[src/rtl/snake_pkg.sv]
// rtl/snake_pkg.sv - shared cell codes, directions, FSM states and coordinate type for the snake grid writer
// Purpose: common definitions imported by snake_grid_writer and snake_seg_fifo.
// Ports: none (package).
package snake_pkg;

    // Cell codes stored in the 4-bit grid RAM; anything from 4 upward is treated as wall.
    localparam logic [3:0] CELL_EMPTY = 4'd0;
    localparam logic [3:0] CELL_BODY  = 4'd1;
    localparam logic [3:0] CELL_HEAD  = 4'd2;
    localparam logic [3:0] CELL_FOOD  = 4'd3;
    localparam logic [3:0] CELL_WALL  = 4'd4;

    // Direction encoding; the reverse of any direction is that direction xor 2.
    localparam logic [1:0] DIR_UP    = 2'd0;
    localparam logic [1:0] DIR_RIGHT = 2'd1;
    localparam logic [1:0] DIR_DOWN  = 2'd2;
    localparam logic [1:0] DIR_LEFT  = 2'd3;

    // FSM states.
    localparam logic [3:0] ST_CLEAR = 4'd0;
    localparam logic [3:0] ST_SEED  = 4'd1;
    localparam logic [3:0] ST_IDLE  = 4'd2;
    localparam logic [3:0] ST_RD    = 4'd3;
    localparam logic [3:0] ST_CHK   = 4'd4;
    localparam logic [3:0] ST_WB    = 4'd5;
    localparam logic [3:0] ST_WH    = 4'd6;
    localparam logic [3:0] ST_ET    = 4'd7;
    localparam logic [3:0] ST_DEAD  = 4'd8;

    // Grid coordinate; packs to the RAM address {x,y}.
    typedef struct packed {
        logic [3:0] x;
        logic [3:0] y;
    } coord_t;

    // One cell in direction d with 4-bit wrap on both axes.
    function automatic coord_t coord_step(input coord_t c, input logic [1:0] d);
        coord_t n;
        n = c;
        case (d)
            DIR_UP:    n.y = c.y - 4'd1;
            DIR_RIGHT: n.x = c.x + 4'd1;
            DIR_DOWN:  n.y = c.y + 4'd1;
            default:   n.x = c.x - 4'd1;
        endcase
        return n;
    endfunction

    // Body, head and every wall code kill the snake; only empty and food are enterable.
    function automatic logic cell_blocks(input logic [3:0] code);
        return (code != CELL_EMPTY) && (code != CELL_FOOD);
    endfunction

endpackage

[src/rtl/snake_seg_fifo.sv]
// rtl/snake_seg_fifo.sv - circular buffer of snake body coordinates, tail at the read side
// Purpose: holds the snake segments in order; the newest entry is the head, the oldest the tail.
// Ports:
//   clk, rst          clock and synchronous active-high reset (empties the buffer)
//   i_flush           empties the buffer (game restart)
//   i_push, i_push_data  append a coordinate at the head side
//   i_pop             drop the tail entry; push and pop together are legal even when full
//   o_head_q          most recently pushed coordinate
//   o_tail_q          oldest coordinate
//   o_count           number of stored coordinates
module snake_seg_fifo #(
    parameter int MAX_LEN = 64
) (
    input  logic                         clk,
    input  logic                         rst,
    input  logic                         i_flush,
    input  logic                         i_push,
    input  logic [7:0]                   i_push_data,
    input  logic                         i_pop,
    output logic [7:0]                   o_head_q,
    output logic [7:0]                   o_tail_q,
    output logic [$clog2(MAX_LEN):0]     o_count
);
    localparam int AW = $clog2(MAX_LEN);

    logic [7:0]    r_mem [MAX_LEN];
    logic [AW-1:0] r_wr_ptr;
    logic [AW-1:0] r_rd_ptr;
    logic [AW:0]   r_count;
    logic [AW-1:0] w_last_ptr;

    assign w_last_ptr = r_wr_ptr - AW'(1);
    assign o_head_q   = r_mem[w_last_ptr];
    assign o_tail_q   = r_mem[r_rd_ptr];
    assign o_count    = r_count;

    // Storage needs no reset; pointers and count decide what is valid.
    always_ff @(posedge clk) begin
        if (i_push) begin
            r_mem[r_wr_ptr] <= i_push_data;
        end
    end

    always_ff @(posedge clk) begin
        if (rst || i_flush) begin
            r_wr_ptr <= '0;
            r_rd_ptr <= '0;
            r_count  <= '0;
        end else begin
            if (i_push) begin
                r_wr_ptr <= r_wr_ptr + AW'(1);
            end
            if (i_pop) begin
                r_rd_ptr <= r_rd_ptr + AW'(1);
            end
            case ({i_push, i_pop})
                2'b10:   r_count <= r_count + (AW+1)'(1);
                2'b01:   r_count <= r_count - (AW+1)'(1);
                default: r_count <= r_count;
            endcase
        end
    end

endmodule

[src/rtl/snake_grid_writer.sv]
// rtl/snake_grid_writer.sv - owns the snake on the 16x16 grid RAM: clear, seed, step, collide, erase
// Purpose: drives the grid RAM write port and reads it back to move the snake one cell per step.
// Ports:
//   clk, rst          clock and synchronous active-high reset
//   init              restart pulse (clear + seed), wins over everything
//   step, dir         advance request and requested direction (0 up,1 right,2 down,3 left)
//   busy              high except in IDLE and DEAD
//   done, ate, dead   step/seed completion pulse, food-eaten pulse, sticky collision flag
//   length            current snake length
//   ram_write, ram_x, ram_y, ram_din  RAM write/address/data pins
//   ram_dout          RAM read data, one cycle after the address
module snake_grid_writer
    import snake_pkg::*;
#(
    parameter int MAX_LEN  = 64,
    parameter int INIT_LEN = 3,
    parameter int LEN_W    = 7
) (
    input  logic             clk,
    input  logic             rst,
    input  logic             init,
    input  logic             step,
    input  logic [1:0]       dir,
    output logic             busy,
    output logic             done,
    output logic             dead,
    output logic             ate,
    output logic [LEN_W-1:0] length,
    output logic             ram_write,
    output logic [3:0]       ram_x,
    output logic [3:0]       ram_y,
    output logic [3:0]       ram_din,
    input  logic [3:0]       ram_dout
);
    localparam int CW = $clog2(MAX_LEN) + 1;

    logic [3:0]       r_state;
    logic [7:0]       r_cnt;
    logic [1:0]       r_dir;
    coord_t           r_new;
    coord_t           r_tail;
    logic             r_food;
    logic             r_erase;
    logic             r_done;
    logic             r_ate;
    logic             r_dead;
    logic [LEN_W-1:0] r_len;

    coord_t           w_head;
    coord_t           w_tail;
    coord_t           w_seed;
    coord_t           w_push_data;
    logic [CW-1:0]    w_count;
    logic             w_push;
    logic             w_pop;
    logic             w_seed_last;
    logic             w_fatal;
    logic [1:0]       w_next_dir;
    logic             w_write;
    logic [3:0]       w_x;
    logic [3:0]       w_y;
    logic [3:0]       w_din;

    // Seed cells run left to right ending at (8,8), so the tail goes in first.
    assign w_seed      = {4'(9 - INIT_LEN) + r_cnt[3:0], 4'd8};
    assign w_seed_last = (r_cnt == 8'(INIT_LEN - 1));

    // A request to reverse would fold the snake onto itself; keep going straight instead.
    assign w_next_dir  = (dir == (r_dir ^ 2'b10)) ? r_dir : dir;

    // Collision is reported in the same cycle the read data arrives.
    assign w_fatal     = (r_state == ST_CHK) && cell_blocks(ram_dout);

    // The new head is pushed in WH; when not growing the tail is popped in that
    // same cycle (latched into r_tail first) so a full buffer never overflows.
    assign w_push      = (r_state == ST_SEED) || (r_state == ST_WH);
    assign w_pop       = (r_state == ST_WH) && r_erase;
    assign w_push_data = (r_state == ST_SEED) ? w_seed : r_new;

    snake_seg_fifo #(
        .MAX_LEN(MAX_LEN)
    ) u_seg_fifo (
        .clk        (clk),
        .rst        (rst),
        .i_flush    (init),
        .i_push     (w_push),
        .i_push_data(w_push_data),
        .i_pop      (w_pop),
        .o_head_q   (w_head),
        .o_tail_q   (w_tail),
        .o_count    (w_count)
    );

    // RAM pins follow the state directly so each state's access lands on its own cycle.
    always_comb begin
        w_write = 1'b0;
        w_x     = 4'd0;
        w_y     = 4'd0;
        w_din   = CELL_EMPTY;
        case (r_state)
            ST_CLEAR: begin
                w_write    = 1'b1;
                {w_x, w_y} = r_cnt;
            end
            ST_SEED: begin
                w_write    = 1'b1;
                {w_x, w_y} = w_seed;
                w_din      = w_seed_last ? CELL_HEAD : CELL_BODY;
            end
            ST_RD, ST_CHK: begin
                {w_x, w_y} = r_new;
            end
            ST_WB: begin
                w_write    = 1'b1;
                {w_x, w_y} = w_head;
                w_din      = CELL_BODY;
            end
            ST_WH: begin
                w_write    = 1'b1;
                {w_x, w_y} = r_new;
                w_din      = CELL_HEAD;
            end
            ST_ET: begin
                w_write    = r_erase;
                {w_x, w_y} = r_tail;
            end
            default: ;
        endcase
    end

    // Write enable is held low while reset is asserted.
    assign ram_write = w_write & ~rst;
    assign ram_x     = w_x;
    assign ram_y     = w_y;
    assign ram_din   = w_din;

    assign busy      = (r_state != ST_IDLE) && (r_state != ST_DEAD);
    assign done      = r_done | w_fatal;
    assign ate       = r_ate;
    assign dead      = r_dead;
    assign length    = r_len;

    always_ff @(posedge clk) begin
        r_done <= 1'b0;
        r_ate  <= 1'b0;
        if (rst || init) begin
            r_state <= ST_CLEAR;
            r_cnt   <= 8'd0;
            r_dir   <= DIR_RIGHT;
            r_new   <= '0;
            r_tail  <= '0;
            r_food  <= 1'b0;
            r_erase <= 1'b0;
            r_dead  <= 1'b0;
            r_len   <= '0;
        end else begin
            case (r_state)
                ST_CLEAR: begin
                    r_cnt <= r_cnt + 8'd1;
                    if (r_cnt == 8'd255) begin
                        r_state <= ST_SEED;
                    end
                end
                ST_SEED: begin
                    r_cnt <= r_cnt + 8'd1;
                    if (w_seed_last) begin
                        r_len   <= LEN_W'(INIT_LEN);
                        r_done  <= 1'b1;
                        r_state <= ST_IDLE;
                    end
                end
                ST_IDLE: begin
                    if (step) begin
                        r_dir   <= w_next_dir;
                        r_new   <= coord_step(w_head, w_next_dir);
                        r_state <= ST_RD;
                    end
                end
                ST_RD: begin
                    r_state <= ST_CHK;
                end
                ST_CHK: begin
                    if (cell_blocks(ram_dout)) begin
                        r_dead  <= 1'b1;
                        r_state <= ST_DEAD;
                    end else begin
                        r_food  <= (ram_dout == CELL_FOOD);
                        // Growth only while the segment buffer has room.
                        r_erase <= !((ram_dout == CELL_FOOD) && (w_count < CW'(MAX_LEN)));
                        r_state <= ST_WB;
                    end
                end
                ST_WB: begin
                    r_state <= ST_WH;
                end
                ST_WH: begin
                    r_tail  <= w_tail;
                    r_state <= ST_ET;
                end
                ST_ET: begin
                    if (!r_erase) begin
                        r_len <= r_len + LEN_W'(1);
                    end
                    r_done  <= 1'b1;
                    r_ate   <= r_food;
                    r_state <= ST_IDLE;
                end
                ST_DEAD: begin
                    r_state <= ST_DEAD;
                end
                default: begin
                    r_state <= ST_CLEAR;
                    r_cnt   <= 8'd0;
                end
            endcase
        end
    end

endmodule
[config.mk]
export PLATFORM = sky130hd
export DESIGN_NAME = snake_grid_writer
export DESIGN_NICKNAME = d
export VERILOG_FILES = /design/src/rtl/snake_pkg.sv /design/src/rtl/snake_seg_fifo.sv /design/src/rtl/snake_grid_writer.sv
export SDC_FILE = /design/constraint.sdc
export NUM_CORES = 1
export LEC_CHECK = 0
export BUFFER_PORTS_ARGS = -buffer_cell sky130_fd_sc_hd__clkbuf_2
export CAP_MARGIN = 20
export CORE_MARGIN = 2
export CORE_UTILIZATION = 40
export CTS_CLUSTER_DIAMETER = 200
export DETAILED_ROUTE_END_ITERATION = 8
export PLACE_DENSITY = 0.65
export SLEW_MARGIN = 30
export SYNTH_ARGS = -nofsm -noshare
export SYNTH_HDL_FRONTEND = slang
export SYNTH_SLANG_ARGS = --single-unit
[constraint.sdc]
create_clock -name clk -period 5.7 [get_ports clk]
set_clock_uncertainty 0.15 [all_clocks]
set_input_delay 0.285 -clock clk [delete_from_list [all_inputs] [get_ports clk]]
set_output_delay 0.285 -clock clk [all_outputs]
set_load 0.005 [all_outputs]
==> results.cfg, run 1 <==
[die]
die_area_um2 = 71500
die_y_um = 267
fp-row-count = 96
initial_core_util_pct = 40.4
coreArea_um2 = 68700
die_w_um = 267
io_pins = 34

[final_layout]
drive_gt1_share_pct = 29.9
finalNetCount = 1758
fillCellCount = 5947
mostFrequentLayoutCells = 512 x edfxtp_1, 290 x mux4_2, 171 x nand2_1
final_common_cell = edfxtp_1
syn_to_final_growth_pct = 12.1

[timing]
hold_viol = 0
worst_hold_slack_ns = 0.0560
report.final.slew_viol_count = 0
grt_setup_unrepaired = no
setup_viol = 0
totalNegativeSetupSlack_ns = 0
tightest_slew_ns = 0.999
fin_crit_ns = 5.41
fin_crit_sh_pct = 95.0
slew_headroom_pct = 33.1
fmax_ghz = 0.185

[logic_synthesis]
ys_seq_elements = 573
synthCells = 1702
ys_types = 67
synth_area_leader_cell = edfxtp_1
yosys_warnings = 0
synth-async-reset-ratio_pct = 0
synthXorXnorAreaFrac_pct = 1.32
synth_area_um2 = 27800
synthMuxAreaShare_pct = 24.6
synth-simple-area-share_pct = 7.53
synth_edf_count = 512
synthFlopType = edfxtp_1
yosys.area_share.adder_pct = 0.982
syn_area_per_cell_um2 = 16.3
yosysSeqAreaShare_pct = 59.8
synth_compound_area_share_pct = 3.36
synth_top_area_share_pct = 55.4
synthTopCellsByArea = edfxtp_1 55%, mux4_2 24%, dfxtp_1 4.4%
synth_top_family_by_area = multiplexers

[worst_setup_path]
worstReg2RegStart = u_seg_fifo.r_wr_ptr[0]$_SDFFE_PP0P_
crit_family = compound AO/OA/AOI/OAI gates
slowest_stage = dfxtp_4
path_cells = inv_1 > ha_4 > xor2_4 > buf_12 > buf_4 > mux4_2 > mux2_2 > o21ai_1 > o22ai_1 > a21oi_1 > o2111ai_1 > clkbuf_2
cp_max_fo = 34
crit_buf_inv = 4
crit_start = u_seg_fifo.r_wr_ptr[0]$_SDFFE_PP0P_
cp-endpoint = ram_x[3]
cpPeakStageDelay_ns = 0.82
rrSetupSlack_ns = 0.60
crit_arrival_ns = 4.98
setup.worst_path.class = reg2out
worstPathRequired_ns = 5.27
worstSetupPathDepth = 12
rr_endpoint = r_new[3]$_SDFFE_PP0P_
endpoint_kind = output port
start_kind = register
ff2ff_path_depth = 17

[clock_tree]
clock_latency_ns = 0.64
cts-root-buf = clkbuf_16
clk_path_buf_depth = 3
clk_pin_slew_ns = 0.06
clkSinkCount = 573
cts_hold_buf = 9
ctsResizeCount = 0
numCtsBuffers = 58
cts_tree = yes
ctsHtreeMaxLevel = 2
post-cts-setup-buffers = 0

[detailed_routing]
vias = 16800
drt-pass1-iter-count = 5
drtIter0Drc = 1902
drcViolationCount = 0
antenna_left = 0
drt_wl_total_mm = 76.3
viasPerCell = 6.22
wl_per_cell_um = 28.2

[power_and_ir_drop]
p_leak_nw = 9.43
p_per_area_nw_per_um2 = 270
vdd_ir_drop_max_mv = 0.221
p_total_mw = 8.39

[global_routing]
grt_overflow = 0
antenna_found_initial = 2
first_global_vias = 16800
grt_max_degree = 73
grt_pass1_wl_mm = 113
grt_use_total_pct = 21.6

[run_status]
status = completed

[min_path]
hold_path_class = in2reg

[place]
hpwlAfterDp_mm = 48.3
gp_congestion = 0.910
numPortBuffers = 31

[run]
maxCapViolCount = 0
[state kept, by name, indices dropped and copies added (netlist names)]
signal / count
dead: 1
r_erase: 1
r_dir: 2
u_seg_fifo.r_rd_ptr: 6
length: 7
r_state: 4
ate: 1
r_tail: 8
u_seg_fifo.r_mem: 512
r_food: 1
u_seg_fifo.o_count: 7
r_new: 8
r_done: 1
u_seg_fifo.r_wr_ptr: 6
r_cnt: 8
[worst register-to-register path: cells and delay by family (launching register included)]
family	cells	cell delay (ns)
mux	2	0.43
compound gates	5	1.33
flops	1	0.82
simple gates	6	0.66
fa+ha+maj	2	1.07
buf+inv	2	0.56
[logic make-up (layout without fill, tap and decap cells)]
logic type	Yosys count	in the layout
flip-flops	573	573
buffers and inverters	141	207
other	2	9
AND/OR/NAND/NOR	462	462
XOR/XNOR	41	41
adder cells (fa/ha/maj)	20	20
multiplexers	318	318
AO/OA/AOI/OAI	145	145
[through the flow]
| step | util [%] | worst slack (ns) | cells | area [um2] |
|---|---|---|---|---|
| CTS | 45.2 | 0.294 | 2705 | 31100 |
| floorplan | - | 1.24 | 1708 | 27800 |
| finish | 45.3 | 0.286 | 2706 | 31100 |
| global route | 45.3 | 0.0906 | 2705 | 31100 |
| global placement | 42.2 | 0.787 | 2590 | 29000 |
| detailed placement | 42.4 | 0.706 | 2590 | 29100 |
[cells in the mapped netlist (4+ instances only)]
| master | count |
|---|---|
| or2_2 | 6 |
| o21ai_0 | 29 |
| o21a_1 | 4 |
| a211oi_1 | 10 |
| dfxtp_1 | 61 |
| nor2_1 | 137 |
| clkbuf_1 | 43 |
| ha_1 | 17 |
| nand3_1 | 48 |
| mux2i_1 | 23 |
| nor2b_1 | 10 |
| nor3_1 | 16 |
| a311oi_1 | 9 |
| buf_4 | 14 |
| o21ai_1 | 7 |
| inv_1 | 16 |
| xnor2_1 | 16 |
| buf_1 | 25 |
| a31oi_1 | 5 |
| nand4_1 | 16 |
| buf_6 | 8 |
| or3_1 | 8 |
| mux4_2 | 290 |
| nand2_1 | 172 |
| o22ai_1 | 4 |
| nand2b_1 | 9 |
| and3_1 | 15 |
| xor2_1 | 24 |
| buf_2 | 35 |
| mux2_2 | 5 |
| a21oi_1 | 47 |
| nor3b_1 | 5 |
| edfxtp_1 | 512 |
[per-layer routing]
layer	GRT usage, %	wire length (um)
met5	0	0
met2	34.3	36300
met3	3.90	6860
met1	29.9	30500
met4	8.20	2700
[cell type report]
class	count	area [um2]	share of cell area [%]
Tap cell	931	1160	3.74
Antenna cell	1	2.50	0.00804
Clock buffer	78	1580	5.07
Multi-Input combinational cell	994	10700	34.4
Inverter	16	60.1	0.193
Sequential cell	573	16600	53.4
Timing Repair Buffer	85	683	2.20
Clock inverter	28	310	0.997
[power by group]
group          internal [mW]  switching, mW  leakage [nW]
logic                 0.0193         0.0302          3.26
registers               4.50        0.00186          5.24
clock network           2.21           1.62         0.928
total                   6.73           1.66          9.43
[worst min path at each step]
stage	start	to	slack, ns	depth (start not counted)
finish	dir[0]	r_dir[0]$_SDFFE_PP1P_	0.06	3
global route	dir[0]	r_dir[0]$_SDFFE_PP1P_	0.09	3
CTS	dir[0]	r_dir[0]$_SDFFE_PP1P_	0.01	3
detailed placement	r_food$_SDFFE_PP0P_	r_food$_SDFFE_PP0P_	0.30	2
global placement	r_food$_SDFFE_PP0P_	r_food$_SDFFE_PP0P_	0.29	2
floorplan	rst	r_dir[0]$_SDFFE_PP1P_	0.28	2
Power figures use the tool's default switching activity.
==> inputs of run 2 (changes only) <==
--- a/config.mk
+++ b/config.mk
@@ -11,6 +11,7 @@
 export CORE_UTILIZATION = 40
 export CTS_CLUSTER_DIAMETER = 200
 export DETAILED_ROUTE_END_ITERATION = 8
+export HOLD_SLACK_MARGIN = 0.1
 export PLACE_DENSITY = 0.65
 export SLEW_MARGIN = 30
 export SYNTH_ARGS = -nofsm -noshare
==> results.cfg, run 2 (synthesis results as in run 1) <==
[run_status]
status = completed

[timing]
slew_headroom_pct = 31.8
fmax_ghz = 0.186
totalNegativeSetupSlack_ns = 0
report.final.slew_viol_count = 0
grt_setup_unrepaired = no
fin_crit_sh_pct = 94.3
fin_crit_ns = 5.38
setup_viol = 0
tightest_slew_ns = 1.02
hold_viol = 0

[final_layout]
fillCellCount = 5943
final_cells = 2710
syn_to_final_growth_pct = 12.2
multi_input_area_um2 = 10700
register_area_um2 = 16600
final_common_cell = edfxtp_1
finalNetCount = 1761
largest_reg_flops = 512
largest_register = u_seg_fifo.r_mem
mostFrequentLayoutCells = 512 x edfxtp_1, 290 x mux4_2, 171 x nand2_1
drive_gt1_share_pct = 29.9

[worst_setup_path]
cpPeakStageDelay_ns = 0.82
endpoint_kind = output port
setup.worst_path.class = reg2out
crit_arrival_ns = 4.94
cp_max_fo = 34
path_cells = inv_1 > ha_4 > xor2_4 > buf_12 > buf_4 > mux4_2 > mux2_2 > o21ai_1 > o22ai_1 > a21oi_1 > o2111ai_1 > clkbuf_2
slowest_stage = dfxtp_4
start_kind = register
worstPathRequired_ns = 5.27

[global_routing]
grt_use_total_pct = 21.7
antenna_found_initial = 3
grt_max_degree = 73
grt_overflow = 0
first_global_vias = 16800
grt_pass1_wl_mm = 113

[detailed_routing]
viasPerCell = 6.22
wl_per_cell_um = 28.2
drt_wl_total_mm = 76.3
drcViolationCount = 0
vias = 16800
drt-pass1-iter-count = 5
drtIter0Drc = 1955
antenna_left = 0

[clock_tree]
cts_hold_buf = 12
clk_path_buf_depth = 3
clkSinkCount = 573
cts_tree = yes
post-cts-setup-buffers = 0
clock_latency_ns = 0.64
clk_pin_slew_ns = 0.06
ctsResizeCount = 0
ctsHtreeMaxLevel = 2
numCtsBuffers = 58
cts-root-buf = clkbuf_16

[die]
die_area_um2 = 71500
fp-row-count = 96
initial_core_util_pct = 40.4
coreArea_um2 = 68700
die_w_um = 267
die_y_um = 267
io_pins = 34

[place]
gp_congestion = 0.910
hpwlAfterDp_mm = 48.3
numPortBuffers = 31
dp.cells = 2590

[power_and_ir_drop]
p_per_area_nw_per_um2 = 269
p_leak_nw = 9.44
vdd_ir_drop_max_mv = 0.220

[min_path]
hold_path_class = in2reg

[run]
maxCapViolCount = 0
[run 2: final timing paths]
check | cells past startpoint | to | start | slack (ns)
hold / removal | 3 | r_dir[1]$_SDFFE_PP0P_ | dir[1] | 0.20
setup / recovery | 12 | ram_x[3] | u_seg_fifo.r_wr_ptr[0]$_SDFFE_PP0P_ | 0.32
setup reg to reg | 17 | r_new[3]$_SDFFE_PP0P_ | u_seg_fifo.r_wr_ptr[0]$_SDFFE_PP0P_ | 0.56
hold reg to reg | 2 | r_tail[3]$_SDFFE_PP0P_ | r_tail[3]$_SDFFE_PP0P_ | 0.31
[run 2: layer usage]
metal  GRT usage, %  vias up  wire (um)
met5              0        -          0
met4           8.12        0       2730
met3           3.70      153       6800
met2           34.5      933      36500
met1           30.0     8845      30300
li1               -     6916          -
[run 2: layout make-up]
type	instances	area share, %
antenna	2	0.0161
clock buffer	78	5.07
multi-input combinational	994	34.4
clock inverter	28	0.996
timing repair buffer	88	2.29
inverter	16	0.193
sequential	573	53.3
tap	931	3.74
[run 2: through the flow]
step	utilization, %	hold slack, ns	cell area, um2	total power, mW	worst slack [ns]
floorplan	-	0.279	27800	4.63	1.24
global placement	42.2	0.292	29000	4.64	0.787
detailed placement	42.4	0.298	29100	4.64	0.706
CTS	45.3	0.176	31100	8.42	0.294
global route	45.3	0.283	31100	8.59	0.0906
finish	45.3	0.200	31200	8.38	0.323
[run 2: critical path: cells and delay by family (launching register included)]
kind / cells / cell delay, ns
compound gates: 4 / 1.16
buf+inv: 4 / 0.85
flops: 1 / 0.82
mux: 2 / 0.61
xor+xnor: 1 / 0.56
fa+ha+maj: 1 / 0.26
[run 2: where the power goes]
part / total [mW] / switching [mW] / internal (mW)
logic: 0.0498 / 0.0300 / 0.0198
registers: 4.50 / 0.00185 / 4.50
clock network: 3.83 / 1.62 / 2.21
total: 8.38 / 1.65 / 6.74
==> inputs of run 3 (changes only) <==
--- a/config.mk
+++ b/config.mk
@@ -7,7 +7,6 @@
 export LEC_CHECK = 0
 export BUFFER_PORTS_ARGS = -buffer_cell sky130_fd_sc_hd__clkbuf_2
 export CAP_MARGIN = 20
-export CORE_MARGIN = 2
 export CORE_UTILIZATION = 40
 export CTS_CLUSTER_DIAMETER = 200
 export DETAILED_ROUTE_END_ITERATION = 8
==> results.cfg, run 3 (synthesis results as in run 1) <==
[timing]
fin_crit_ns = 5.31
hold_viol = 0
tightest_slew_ns = 1.00
setup_viol = 0
slew_headroom_pct = 33.0
totalNegativeSetupSlack_ns = 0
grt_setup_unrepaired = no
worst_hold_slack_ns = 0.230
fin_crit_sh_pct = 93.1
setup_ws_ns = 0.391
report.final.slew_viol_count = 0
fmax_ghz = 0.188

[run]
maxCapViolCount = 0

[worst_setup_path]
endpoint_kind = output port
start_kind = register
cp_max_fo = 32
crit_arrival_ns = 4.87
rrSetupSlack_ns = 0.51
ff2ff_path_depth = 16
worstReg2RegStart = u_seg_fifo.r_wr_ptr[1]$_SDFFE_PP0P_
worstPathRequired_ns = 5.27
setup.worst_path.class = reg2out
rr_endpoint = r_new[7]$_SDFFE_PP0P_

[place]
numPortBuffers = 31
pre_cts_ws_ns = 0.692
hpwlAfterDp_mm = 47.4
gp_congestion = 0.881

[detailed_routing]
drt_wl_total_mm = 75.4
drtIter0Drc = 2259
dr_wl_met3_mm = 7.24
antenna_left = 0
vias = 16600
wl_per_cell_um = 27.9
drcViolationCount = 0
top_layer = met5
m1WireLength_mm = 30.0
drt-pass1-iter-count = 5
viasPerCell = 6.14
dr_wl_met2_mm = 35.5

[power_and_ir_drop]
p_seq_share_pct = 55.1
p_sw_mw = 1.67
p_per_area_nw_per_um2 = 264
p_int_mw = 6.51
switching_share_pct = 20.5
combPwrFrac_pct = 0.6
vdd_ir_drop_max_mv = 0.215
p_leak_nw = 9.35
p_clk_share_pct = 44.3

[final_layout]
multi_input_area_um2 = 10700
postLayoutCoreUtil_pct = 45.2
finalNetCount = 1757
register_area_um2 = 16600
largest_reg_flops = 512
mostFrequentLayoutCells = 512 x edfxtp_1, 290 x mux4_2, 171 x nand2_1
final_common_cell = edfxtp_1
drive_gt1_share_pct = 28.9
largest_register = u_seg_fifo.r_mem
syn_to_final_growth_pct = 11.7
fillCellCount = 5806

[run_status]
status = completed

[die]
die_area_um2 = 70500
die_y_um = 265
io_pins = 34
fp-row-count = 96
initial_core_util_pct = 40.5
coreArea_um2 = 68600
die_w_um = 265

[global_routing]
grt_overflow = 0
grt_pass1_wl_mm = 112
antenna_found_initial = 3
grt_max_degree = 110
first_global_vias = 16700
grt_use_total_pct = 21.7

[clock_tree]
clk_path_buf_depth = 3
clkSinkCount = 573
ctsHtreeMaxLevel = 2
clock_latency_ns = 0.64
cts-root-buf = clkbuf_16
numCtsBuffers = 57
cts_tree = yes
ctsResizeCount = 0
clk_pin_slew_ns = 0.07
post-cts-setup-buffers = 0

[min_path]
hp-start = ram_dout[1]
hold_path_class = in2reg
holdPathStages = 6
hold_path_end = dead$_SDFFE_PP0P_
-- run 3: worst max path at each step --
stage,start,to,slack (ns),depth (start not counted)
floorplan,r_state[2]$_SDFFE_PP0P_,u_seg_fifo.r_mem[0][4]$_DFFE_PP_,1.24,4
global placement,u_seg_fifo.r_wr_ptr[1]$_SDFFE_PP0P_,r_new[7]$_SDFFE_PP0P_,0.86,16
detailed placement,u_seg_fifo.r_wr_ptr[1]$_SDFFE_PP0P_,r_new[7]$_SDFFE_PP0P_,0.69,16
CTS,u_seg_fifo.r_wr_ptr[1]$_SDFFE_PP0P_,ram_y[0],0.61,12
global route,u_seg_fifo.r_wr_ptr[1]$_SDFFE_PP0P_,ram_y[0],0.31,12
finish,u_seg_fifo.r_wr_ptr[1]$_SDFFE_PP0P_,ram_y[0],0.39,12
-- run 3: what timing repair did --
action,4_1_cts,5_1_grt
endpoints found under the setup margin,0,0
hold endpoints to repair,11,0
hold buffers,14,0
-- run 3: area by class of cell --
class	count	area share [%]
diodes	1	0.00807
multi-input cells	994	34.5
well taps	931	3.76
repair buffers	85	2.32
clock inverters	33	0.875
inverters	16	0.194
flip-flops and latches	573	53.5
clock buffers	73	4.79
-- run 3: metal layers --
| layer | global-route usage (%) | vias to the layer above |
|---|---|---|
| li1 | - | 6906 |
| met1 | 30.0 | 8613 |
| met2 | 34.0 | 948 |
| met3 | 4.41 | 149 |
| met4 | 8.09 | 6 |
| met5 | 0 | - |
-- run 3: critical path, stage by stage, from the launching register on --
cell,delay [ns]
dfxtp_1,0.53
inv_1,0.19
ha_4,0.25
xor2_4,0.74
buf_12,0.32
a2111oi_0,0.11
nor4_1,0.80
nand2_1,0.17
o22ai_1,0.20
or2_1,0.18
inv_1,0.09
o21ai_0,0.44
clkbuf_2,0.21
-- run 3: metrics by stage --
| step | power, mW | cell area, um2 | std cells |
|---|---|---|---|
| finish | 8.18 | 31000 | 2706 |
| global route | 8.38 | 31000 | 2705 |
| CTS | 8.20 | 31000 | 2705 |
| detailed placement | 4.64 | 29100 | 2585 |
| global placement | 4.64 | 29000 | 2585 |
| floorplan | 4.63 | 27800 | 1708 |
-- run 3: power by group through the flow --
| stage | sequential, mW | clock [mW] | combinational [mW] |
|---|---|---|---|
| 6_report | 4.50 | 3.62 | 0.0519 |
| 5_1_grt | 4.50 | 3.82 | 0.0569 |
| 4_1_cts | 4.50 | 3.65 | 0.0511 |
| 3_5_place_dp | 4.59 | 0 | 0.0452 |
| 3_3_place_gp | 4.59 | 0 | 0.0434 |
| 2_1_floorplan | 4.59 | 0 | 0.0314 |
